==> config.mk <==
export PLATFORM = sky130hd
export DESIGN_NAME = retire_trace_buffer_flat
export DESIGN_NICKNAME = d
export VERILOG_FILES = /design/src/rtl/retire_trace_buffer_pkg.sv /design/src/rtl/retire_trace_buffer_if.sv /design/src/rtl/retire_trace_buffer_fifo.sv /design/src/rtl/retire_trace_buffer.sv /design/src/flat_wrapper.sv
export SDC_FILE = /design/constraint.sdc
export NUM_CORES = 1
export LEC_CHECK = 0
export CAP_MARGIN = 10
export CORE_AREA = 5 5 356 358
export CTS_BUF_LIST = sky130_fd_sc_hd__clkbuf_4
export DETAILED_ROUTE_END_ITERATION = 6
export DIE_AREA = 0 0 361 363
export GPL_TIMING_DRIVEN = 1
export PLACE_DENSITY_LB_ADDON = 0.3
export SYNTH_ARGS = -nofsm -noshare
export SYNTH_HDL_FRONTEND = slang
export SYNTH_SLANG_ARGS = --single-unit
==> constraint.sdc <==
create_clock -name clk -period 10.1 [get_ports clk]
set_input_delay 1.515 -clock clk [delete_from_list [all_inputs] [get_ports clk]]
set_output_delay 1.515 -clock clk [all_outputs]
set_load 0.02 [all_outputs]
==> src/rtl/retire_trace_buffer_pkg.sv <==
// Shared record kinds, classifier and default-width record layout for the retire trace buffer.
package trace_pkg;

    localparam int unsigned KIND_W        = 3;
    localparam int unsigned DEF_DATA_W    = 16;
    localparam int unsigned DEF_REG_SEL_W = 3;
    localparam int unsigned DEF_CNT_W     = 32;

    typedef enum logic [KIND_W-1:0] {
        KIND_NOP   = 3'd0,
        KIND_ALU   = 3'd1,
        KIND_LOAD  = 3'd2,
        KIND_STU   = 3'd3,
        KIND_STORE = 3'd4,
        KIND_HALT  = 3'd5
    } kind_e;

    // Field order is shared with the parameter-width record built in the top level.
    typedef struct packed {
        kind_e                    kind;
        logic [DEF_CNT_W-1:0]     inum;
        logic [DEF_DATA_W-1:0]    pc;
        logic [DEF_REG_SEL_W-1:0] reg_sel;
        logic [DEF_DATA_W-1:0]    reg_data;
        logic [DEF_DATA_W-1:0]    mem_addr;
        logic [DEF_DATA_W-1:0]    mem_data;
    } trace_rec_t;

    function automatic kind_e classify(input logic halt, input logic reg_write,
                                       input logic mem_read, input logic mem_write);
        if (halt)                        return KIND_HALT;
        else if (reg_write && mem_write) return KIND_STU;
        else if (reg_write && mem_read)  return KIND_LOAD;
        else if (reg_write)              return KIND_ALU;
        else if (mem_write)              return KIND_STORE;
        else                             return KIND_NOP;
    endfunction

endpackage

==> src/rtl/retire_trace_buffer_if.sv <==
// Commit-event input and trace-record output bundle of the retire trace buffer.
interface retire_trace_buffer_if
    import trace_pkg::*;
#(
    parameter int unsigned DATA_W    = 16,
    parameter int unsigned REG_SEL_W = 3,
    parameter int unsigned CNT_W     = 32
);
    logic                 ev_valid;
    logic [DATA_W-1:0]    ev_pc;
    logic                 ev_reg_write;
    logic [REG_SEL_W-1:0] ev_reg_sel;
    logic [DATA_W-1:0]    ev_reg_data;
    logic                 ev_mem_read;
    logic                 ev_mem_write;
    logic [DATA_W-1:0]    ev_mem_addr;
    logic [DATA_W-1:0]    ev_mem_data;
    logic                 ev_halt;

    logic                 out_valid;
    logic                 out_ready;
    logic [KIND_W-1:0]    out_kind;
    logic [CNT_W-1:0]     out_inum;
    logic [DATA_W-1:0]    out_pc;
    logic [REG_SEL_W-1:0] out_reg_sel;
    logic [DATA_W-1:0]    out_reg_data;
    logic [DATA_W-1:0]    out_mem_addr;
    logic [DATA_W-1:0]    out_mem_data;

    // Producer of commit events and consumer of trace records.
    modport master (
        output ev_valid, ev_pc, ev_reg_write, ev_reg_sel, ev_reg_data,
        output ev_mem_read, ev_mem_write, ev_mem_addr, ev_mem_data, ev_halt,
        output out_ready,
        input  out_valid, out_kind, out_inum, out_pc, out_reg_sel, out_reg_data,
        input  out_mem_addr, out_mem_data
    );

    modport slave (
        input  ev_valid, ev_pc, ev_reg_write, ev_reg_sel, ev_reg_data,
        input  ev_mem_read, ev_mem_write, ev_mem_addr, ev_mem_data, ev_halt,
        input  out_ready,
        output out_valid, out_kind, out_inum, out_pc, out_reg_sel, out_reg_data,
        output out_mem_addr, out_mem_data
    );

endinterface

==> src/rtl/retire_trace_buffer_fifo.sv <==
// Generic synchronous FIFO with extra-MSB pointers; a push into a full FIFO is taken only
// when a pop frees a slot on the same edge.
module trace_sync_fifo #(
    parameter int unsigned WIDTH = 8,
    parameter int unsigned DEPTH = 16
) (
    input  logic             clk,
    input  logic             rst,
    input  logic             i_push,
    input  logic             i_pop,
    input  logic [WIDTH-1:0] i_data,
    output logic             o_full,
    output logic             o_empty,
    output logic [WIDTH-1:0] o_head
);
    localparam int unsigned AW = $clog2(DEPTH);

    logic [AW:0]      r_wr_ptr;
    logic [AW:0]      r_rd_ptr;
    logic [WIDTH-1:0] r_mem [DEPTH];
    logic             w_push;
    logic             w_pop;

    assign o_empty = (r_wr_ptr == r_rd_ptr);
    assign o_full  = (r_wr_ptr[AW] != r_rd_ptr[AW]) &&
                     (r_wr_ptr[AW-1:0] == r_rd_ptr[AW-1:0]);
    assign w_pop   = i_pop && !o_empty;
    assign w_push  = i_push && (!o_full || w_pop);
    assign o_head  = r_mem[r_rd_ptr[AW-1:0]];

    always_ff @(posedge clk) begin
        if (!rst) begin
            r_wr_ptr <= '0;
            r_rd_ptr <= '0;
        end else begin
            if (w_push) r_wr_ptr <= r_wr_ptr + {{AW{1'b0}}, 1'b1};
            if (w_pop)  r_rd_ptr <= r_rd_ptr + {{AW{1'b0}}, 1'b1};
        end
    end

    always_ff @(posedge clk) begin
        if (w_push) r_mem[r_wr_ptr[AW-1:0]] <= i_data;
    end

endmodule

==> src/rtl/retire_trace_buffer.sv <==
// Retirement-event recorder: classifies commit events, numbers them and queues trace records,
// with drop accounting and a halt/drain handshake.
module retire_trace_buffer
    import trace_pkg::*;
#(
    parameter int unsigned DATA_W    = 16,
    parameter int unsigned REG_SEL_W = 3,
    parameter int unsigned DEPTH     = 16,
    parameter int unsigned CNT_W     = 32
) (
    input  logic              clk,
    input  logic              rst,
    retire_trace_buffer_if.slave bus,
    output logic [CNT_W-1:0]  cycle_count,
    output logic [CNT_W-1:0]  drop_count,
    output logic              overflow,
    output logic              halted,
    output logic              done
);
    typedef struct packed {
        kind_e                kind;
        logic [CNT_W-1:0]     inum;
        logic [DATA_W-1:0]    pc;
        logic [REG_SEL_W-1:0] reg_sel;
        logic [DATA_W-1:0]    reg_data;
        logic [DATA_W-1:0]    mem_addr;
        logic [DATA_W-1:0]    mem_data;
    } rec_t;

    logic [CNT_W-1:0] r_inum;
    logic [CNT_W-1:0] r_cycle_count;
    logic [CNT_W-1:0] r_drop_count;
    logic             r_overflow;
    logic             r_halted;
    logic             r_done;

    logic  w_capture;
    logic  w_pop;
    logic  w_drop;
    logic  w_full;
    logic  w_empty;
    kind_e w_kind;
    rec_t  w_rec;
    rec_t  w_head;
    rec_t  w_out;

    assign w_capture = bus.ev_valid && !r_halted;
    assign w_pop     = !w_empty && bus.out_ready;
    assign w_drop    = w_capture && w_full && !w_pop;

    // Only the fields meaningful for the record kind are kept; the rest read as zero.
    always_comb begin
        w_kind       = classify(bus.ev_halt, bus.ev_reg_write, bus.ev_mem_read, bus.ev_mem_write);
        w_rec        = '0;
        w_rec.kind   = w_kind;
        w_rec.inum   = r_inum;
        w_rec.pc     = bus.ev_pc;
        case (w_kind)
            KIND_ALU: begin
                w_rec.reg_sel  = bus.ev_reg_sel;
                w_rec.reg_data = bus.ev_reg_data;
            end
            KIND_LOAD: begin
                w_rec.reg_sel  = bus.ev_reg_sel;
                w_rec.reg_data = bus.ev_reg_data;
                w_rec.mem_addr = bus.ev_mem_addr;
            end
            KIND_STU: begin
                w_rec.reg_sel  = bus.ev_reg_sel;
                w_rec.reg_data = bus.ev_reg_data;
                w_rec.mem_addr = bus.ev_mem_addr;
                w_rec.mem_data = bus.ev_mem_data;
            end
            KIND_STORE: begin
                w_rec.mem_addr = bus.ev_mem_addr;
                w_rec.mem_data = bus.ev_mem_data;
            end
            default: ;
        endcase
    end

    trace_sync_fifo #(
        .WIDTH ($bits(rec_t)),
        .DEPTH (DEPTH)
    ) u_fifo (
        .clk     (clk),
        .rst     (rst),
        .i_push  (w_capture),
        .i_pop   (w_pop),
        .i_data  (w_rec),
        .o_full  (w_full),
        .o_empty (w_empty),
        .o_head  (w_head)
    );

    always_ff @(posedge clk) begin
        if (!rst) begin
            r_inum        <= '0;
            r_cycle_count <= '0;
            r_drop_count  <= '0;
            r_overflow    <= 1'b0;
            r_halted      <= 1'b0;
            r_done        <= 1'b0;
        end else begin
            r_cycle_count <= r_cycle_count + CNT_W'(1);
            if (w_capture) r_inum <= r_inum + CNT_W'(1);
            if (w_drop) begin
                r_overflow <= 1'b1;
                if (r_drop_count != '1) r_drop_count <= r_drop_count + CNT_W'(1);
            end
            // Halt sticks even if the HALT record itself was dropped.
            if (w_capture && bus.ev_halt) r_halted <= 1'b1;
            r_done <= r_halted && w_empty;
        end
    end

    assign w_out            = w_empty ? '0 : w_head;
    assign bus.out_valid    = !w_empty;
    assign bus.out_kind     = w_out.kind;
    assign bus.out_inum     = w_out.inum;
    assign bus.out_pc       = w_out.pc;
    assign bus.out_reg_sel  = w_out.reg_sel;
    assign bus.out_reg_data = w_out.reg_data;
    assign bus.out_mem_addr = w_out.mem_addr;
    assign bus.out_mem_data = w_out.mem_data;

    assign cycle_count = r_cycle_count;
    assign drop_count  = r_drop_count;
    assign overflow    = r_overflow;
    assign halted      = r_halted;
    assign done        = r_done;

endmodule

==> src/flat_wrapper.sv <==
// flat-port wrapper written by rule: the top's interface ports become plain ports
module retire_trace_buffer_flat import trace_pkg::*;
#(
    parameter int unsigned DATA_W    = 16,
    parameter int unsigned REG_SEL_W = 3,
    parameter int unsigned DEPTH     = 16,
    parameter int unsigned CNT_W     = 32
)
  (clk, rst, cycle_count, drop_count, overflow, halted, done, bus_ev_valid, bus_ev_pc, bus_ev_reg_write, bus_ev_reg_sel, bus_ev_reg_data, bus_ev_mem_read, bus_ev_mem_write, bus_ev_mem_addr, bus_ev_mem_data, bus_ev_halt, bus_out_ready, bus_out_valid, bus_out_kind, bus_out_inum, bus_out_pc, bus_out_reg_sel, bus_out_reg_data, bus_out_mem_addr, bus_out_mem_data);
  retire_trace_buffer_if #(.DATA_W(DATA_W), .REG_SEL_W(REG_SEL_W), .CNT_W(CNT_W)) bus_i ();
  input  logic clk;
  input  logic rst;
  output logic [CNT_W-1:0] cycle_count;
  output logic [CNT_W-1:0] drop_count;
  output logic overflow;
  output logic halted;
  output logic done;
  input wire logic [$bits(bus_i.ev_valid)-1:0] bus_ev_valid;
  input wire logic [$bits(bus_i.ev_pc)-1:0] bus_ev_pc;
  input wire logic [$bits(bus_i.ev_reg_write)-1:0] bus_ev_reg_write;
  input wire logic [$bits(bus_i.ev_reg_sel)-1:0] bus_ev_reg_sel;
  input wire logic [$bits(bus_i.ev_reg_data)-1:0] bus_ev_reg_data;
  input wire logic [$bits(bus_i.ev_mem_read)-1:0] bus_ev_mem_read;
  input wire logic [$bits(bus_i.ev_mem_write)-1:0] bus_ev_mem_write;
  input wire logic [$bits(bus_i.ev_mem_addr)-1:0] bus_ev_mem_addr;
  input wire logic [$bits(bus_i.ev_mem_data)-1:0] bus_ev_mem_data;
  input wire logic [$bits(bus_i.ev_halt)-1:0] bus_ev_halt;
  input wire logic [$bits(bus_i.out_ready)-1:0] bus_out_ready;
  output wire logic [$bits(bus_i.out_valid)-1:0] bus_out_valid;
  output wire logic [$bits(bus_i.out_kind)-1:0] bus_out_kind;
  output wire logic [$bits(bus_i.out_inum)-1:0] bus_out_inum;
  output wire logic [$bits(bus_i.out_pc)-1:0] bus_out_pc;
  output wire logic [$bits(bus_i.out_reg_sel)-1:0] bus_out_reg_sel;
  output wire logic [$bits(bus_i.out_reg_data)-1:0] bus_out_reg_data;
  output wire logic [$bits(bus_i.out_mem_addr)-1:0] bus_out_mem_addr;
  output wire logic [$bits(bus_i.out_mem_data)-1:0] bus_out_mem_data;
  assign bus_i.ev_valid = bus_ev_valid;
  assign bus_i.ev_pc = bus_ev_pc;
  assign bus_i.ev_reg_write = bus_ev_reg_write;
  assign bus_i.ev_reg_sel = bus_ev_reg_sel;
  assign bus_i.ev_reg_data = bus_ev_reg_data;
  assign bus_i.ev_mem_read = bus_ev_mem_read;
  assign bus_i.ev_mem_write = bus_ev_mem_write;
  assign bus_i.ev_mem_addr = bus_ev_mem_addr;
  assign bus_i.ev_mem_data = bus_ev_mem_data;
  assign bus_i.ev_halt = bus_ev_halt;
  assign bus_i.out_ready = bus_out_ready;
  assign bus_out_valid = bus_i.out_valid;
  assign bus_out_kind = bus_i.out_kind;
  assign bus_out_inum = bus_i.out_inum;
  assign bus_out_pc = bus_i.out_pc;
  assign bus_out_reg_sel = bus_i.out_reg_sel;
  assign bus_out_reg_data = bus_i.out_reg_data;
  assign bus_out_mem_addr = bus_i.out_mem_addr;
  assign bus_out_mem_data = bus_i.out_mem_data;
  retire_trace_buffer #(.DATA_W(DATA_W), .REG_SEL_W(REG_SEL_W), .DEPTH(DEPTH), .CNT_W(CNT_W)) u_core (.clk(clk), .rst(rst), .bus(bus_i), .cycle_count(cycle_count), .drop_count(drop_count), .overflow(overflow), .halted(halted), .done(done));
endmodule
==> results.md <==
- Area grow syn2layout: 14.23%
- Post-DP HPWL: 75,040 um
- Post-synth EDFFs: 1,632
- Run status: complete, no violations
- Startpoint Class: register
- Net Sw Frac: 23.96%
- Drt via density: 6.033
- Worst VDD drop: 0.0001499 V
- Syn avg cell area: 22.22 um^2
- Design Power: 15.55 mW
- Max incr delay on CP: ~0.79 ns
- Hold Violations, Final: 0
- Clk buf depth: 4
- LEAKAGE: 24.04 nW
- Die area: 131,000 um^2
- GRT overflow: 0
- Top-level I/O count: 245
- CTS buffer count: 431
- Share of cells above drive strength 1: a little under a third
- F_max: 0.1463 GHz
- Commonest non-fill, non-tap cell in the layout: edfxtp_1
- CTS sink cnt: ~1.7k
- Slowest cell on the critical path: dfxtp_4
- Vias in the first global route: 35.55k
- WP data arrival: 5.32 ns
- Syn nets: 3,108
- Vias: 33.34k
- Cell row count: 129
- Met2 routed WL: approximately 76,000 um
- Post-CTS Repair Setup Buffers: 0
- TritonCTS clock tree: yes
- # fillers: 8,354
- Crit path kind: register to output pin
- Sequential Area: 51,280 um^2
- Syn Inst Count: approximately 3.0k
- Max Fanout on Critical Path: 116
- Top FF cell, synth: edfxtp_1
- Placeable Area: 123,000 um^2
- Number of remaining DRC errors: 0
- Fin crit period: approximately 6.8 ns
- Final setup violation count: 0
- WP data required: 8.59 ns
- Die span in x: about 360 um
- Clock Skews: 0.07053 ns
- NetSw: roughly 3.7 mW
- Total negative slack: 0 ns
- IO Port Bufs: 244
- RSZ-0062 raised after global routing: false
- Post-DR wirelength/cell: roughly 27 um
- Metal1 wirelength: 56,830 um
- Final Max Slew Viols: 0
- Largest net degree at the start of global routing: 158
- Seq/Total Area, Yosys: 76.26%
- Initial core utilization: 54.66%
- Most frequent CP cell: mux4_2
- Seq cells post-synth: 1,745
- Reg-to-reg slack, setup: 5.91 ns
- 1st-pass router iterations: 5
- Die height: approximately 360 um
- Max Cap Violations: 0
- Post-synth ARST share: 0%
- Root buf cell: clkbuf_4
- Power per Cell Area: 202.4 nW/um^2
- Global-route wire length before repair: 222,000 um
- Cts hold-fix bufs: 0
- Setup Slack @ Placement: 4.065 ns
- Antenna Nets Post-Route: 0
- Final hold slack: around 0.48 ns
- Synth cell types: 49
- DR top layer: met4
- Insertion delay to the later sink of the worst-skew pair: 1.25 ns
- Final Cycle Share: 67.67%
- Antenna violations before repair: 6
- Clock power frac: 35.1%
- Starting DRT DRC Count: 3,130
- Worst-path clk slew: approximately 0.07 ns
- Worst Setup End Kind: output pin
- Commonest non-fill, non-tap cells in the layout: edfxtp_1 (1,632), clkbuf_4 (620), mux4_2 (510)
- Worst slew pin tran: 1.253 ns
- Synth warn: 0
- Post-CTS sizing: 0
- H-tree depth: 5
- GRT Total Usage: between 20% and 30%
- Crit-path cells: buf_4, buf_12, mux4_2, mux4_2, and2_1, clkdlybuf4s50_1
- Internal: around 12 mW
- Normalized max-slew margin: 16.28%
- Final wirelength: 148,500 um
- DR WL met3: about 13,000 um
- Worst Hold Class: register to register
- Final nets: roughly 3.7k
- Multi-input combinational cell area: 15,320 um^2
- Synth Cell Area: roughly 67,000 um^2
- Reg power frac: 51.5%
- Combinational share of power: between 10 and 15%
- Setup ws final: 3.265 ns
- Routability Congestion: 0.7982
## registers in the layout, summed over array words and instances (netlist names), named ones only
signal / cells
u_core.u_fifo.r_rd_ptr: 5
u_core.u_fifo.r_wr_ptr: 5
u_core.done: 1
u_core.u_fifo.r_mem: 1632
u_core.cycle_count: 32
u_core.overflow: 1
u_core.halted: 1
u_core.drop_count: 32
u_core.r_inum: 32
## final cells by class
| cell class | instances | share of cell area, % |
|---|---|---|
| diodes | 5 | 0.01629 |
| clock buffers | 620 | 6.061 |
| clock inverters | 101 | 0.5914 |
| inverters | 11 | 0.05865 |
| multi-input cells | 1120 | 19.95 |
| flip-flops and latches | 1745 | 66.78 |
| well taps | 1637 | 2.667 |
| repair buffers | 287 | 3.878 |
## final timing paths
path,startpoint,endpoint,depth (start not counted)
max,register,bus_out_inum[0],6
min,u_core.overflow,u_core.overflow,2
max reg2reg,u_core.halted,u_core.u_fifo.r_mem[6][47],6
min reg2reg,u_core.overflow,u_core.overflow,2
## synthesized netlist by cell type (3+ instances only)
cell type	n	area (um^2)
mux4_2	510	11490
nand2b_1	9	56.30
dfxtp_1	113	2262
and2_1	154	963.4
edfxtp_1	1632	49010
buf_1	11	41.29
nor4_1	7	43.79
buf_6	13	146.4
and4_1	10	87.58
o21ai_0	9	45.04
nand2_1	52	195.2
nor2_1	110	412.9
xnor2_1	30	262.8
mux2i_1	8	80.08
clkbuf_1	88	330.3
inv_1	10	37.54
and3_1	14	87.58
ha_1	8	100.1
nand3_1	29	145.1
buf_2	35	175.2
or2_2	3	18.77
or3_1	9	56.30
xor2_1	55	481.7
nor2b_1	18	112.6
nand4_1	32	200.2
o211ai_1	3	22.52
a21oi_1	14	70.07
o31ai_1	3	22.52
nor3_1	10	50.05
## worst max-delay path, delay by kind of cell, from the launching register on
family        cells  cell delay (ns)
buf+inv           3             1.86
mux               2             0.93
flops             1             0.79
simple gates      1             0.25
## per-stage QoR
stage	cells	util [%]	area, um^2
after floorplan	3025	-	67230
after global placement	4800	58.27	71670
after detailed placement	4800	58.27	71670
after CTS	5521	62.43	76780
after global routing	5523	62.43	76790
final	5526	62.44	76790
## routing by layer
layer,track usage [%],vias to the layer above
met3,5.241,205
met5,0,-
met4,7.114,0
li1,-,13980
met2,37.97,1671
met1,30.54,17490
## power by group through the flow
stage               logic [mW]  registers (mW)  clock network, mW
finish                    2.08            8.01               5.46
CTS                       2.13            8.01               5.60
floorplan                 1.45            8.13                  0
global route              2.22            8.01               6.03
detailed placement        2.12            8.17                  0
global placement          2.09            8.16                  0
## cells by family after synthesis
| logic type | after synthesis | synth area share [%] |
|---|---|---|
| DFF | 1745 | 76.26 |
| muxes | 518 | 17.20 |
| and+or+nand+nor | 470 | 3.806 |
| buffers and inverters | 160 | 1.111 |
| xor gates and xnor gates | 85 | 1.107 |
| AOI/OAI and AO/OA | 39 | 0.3573 |
| adders and majority gates | 8 | 0.1489 |
Note: power is estimated with default switching activity, not from simulation.
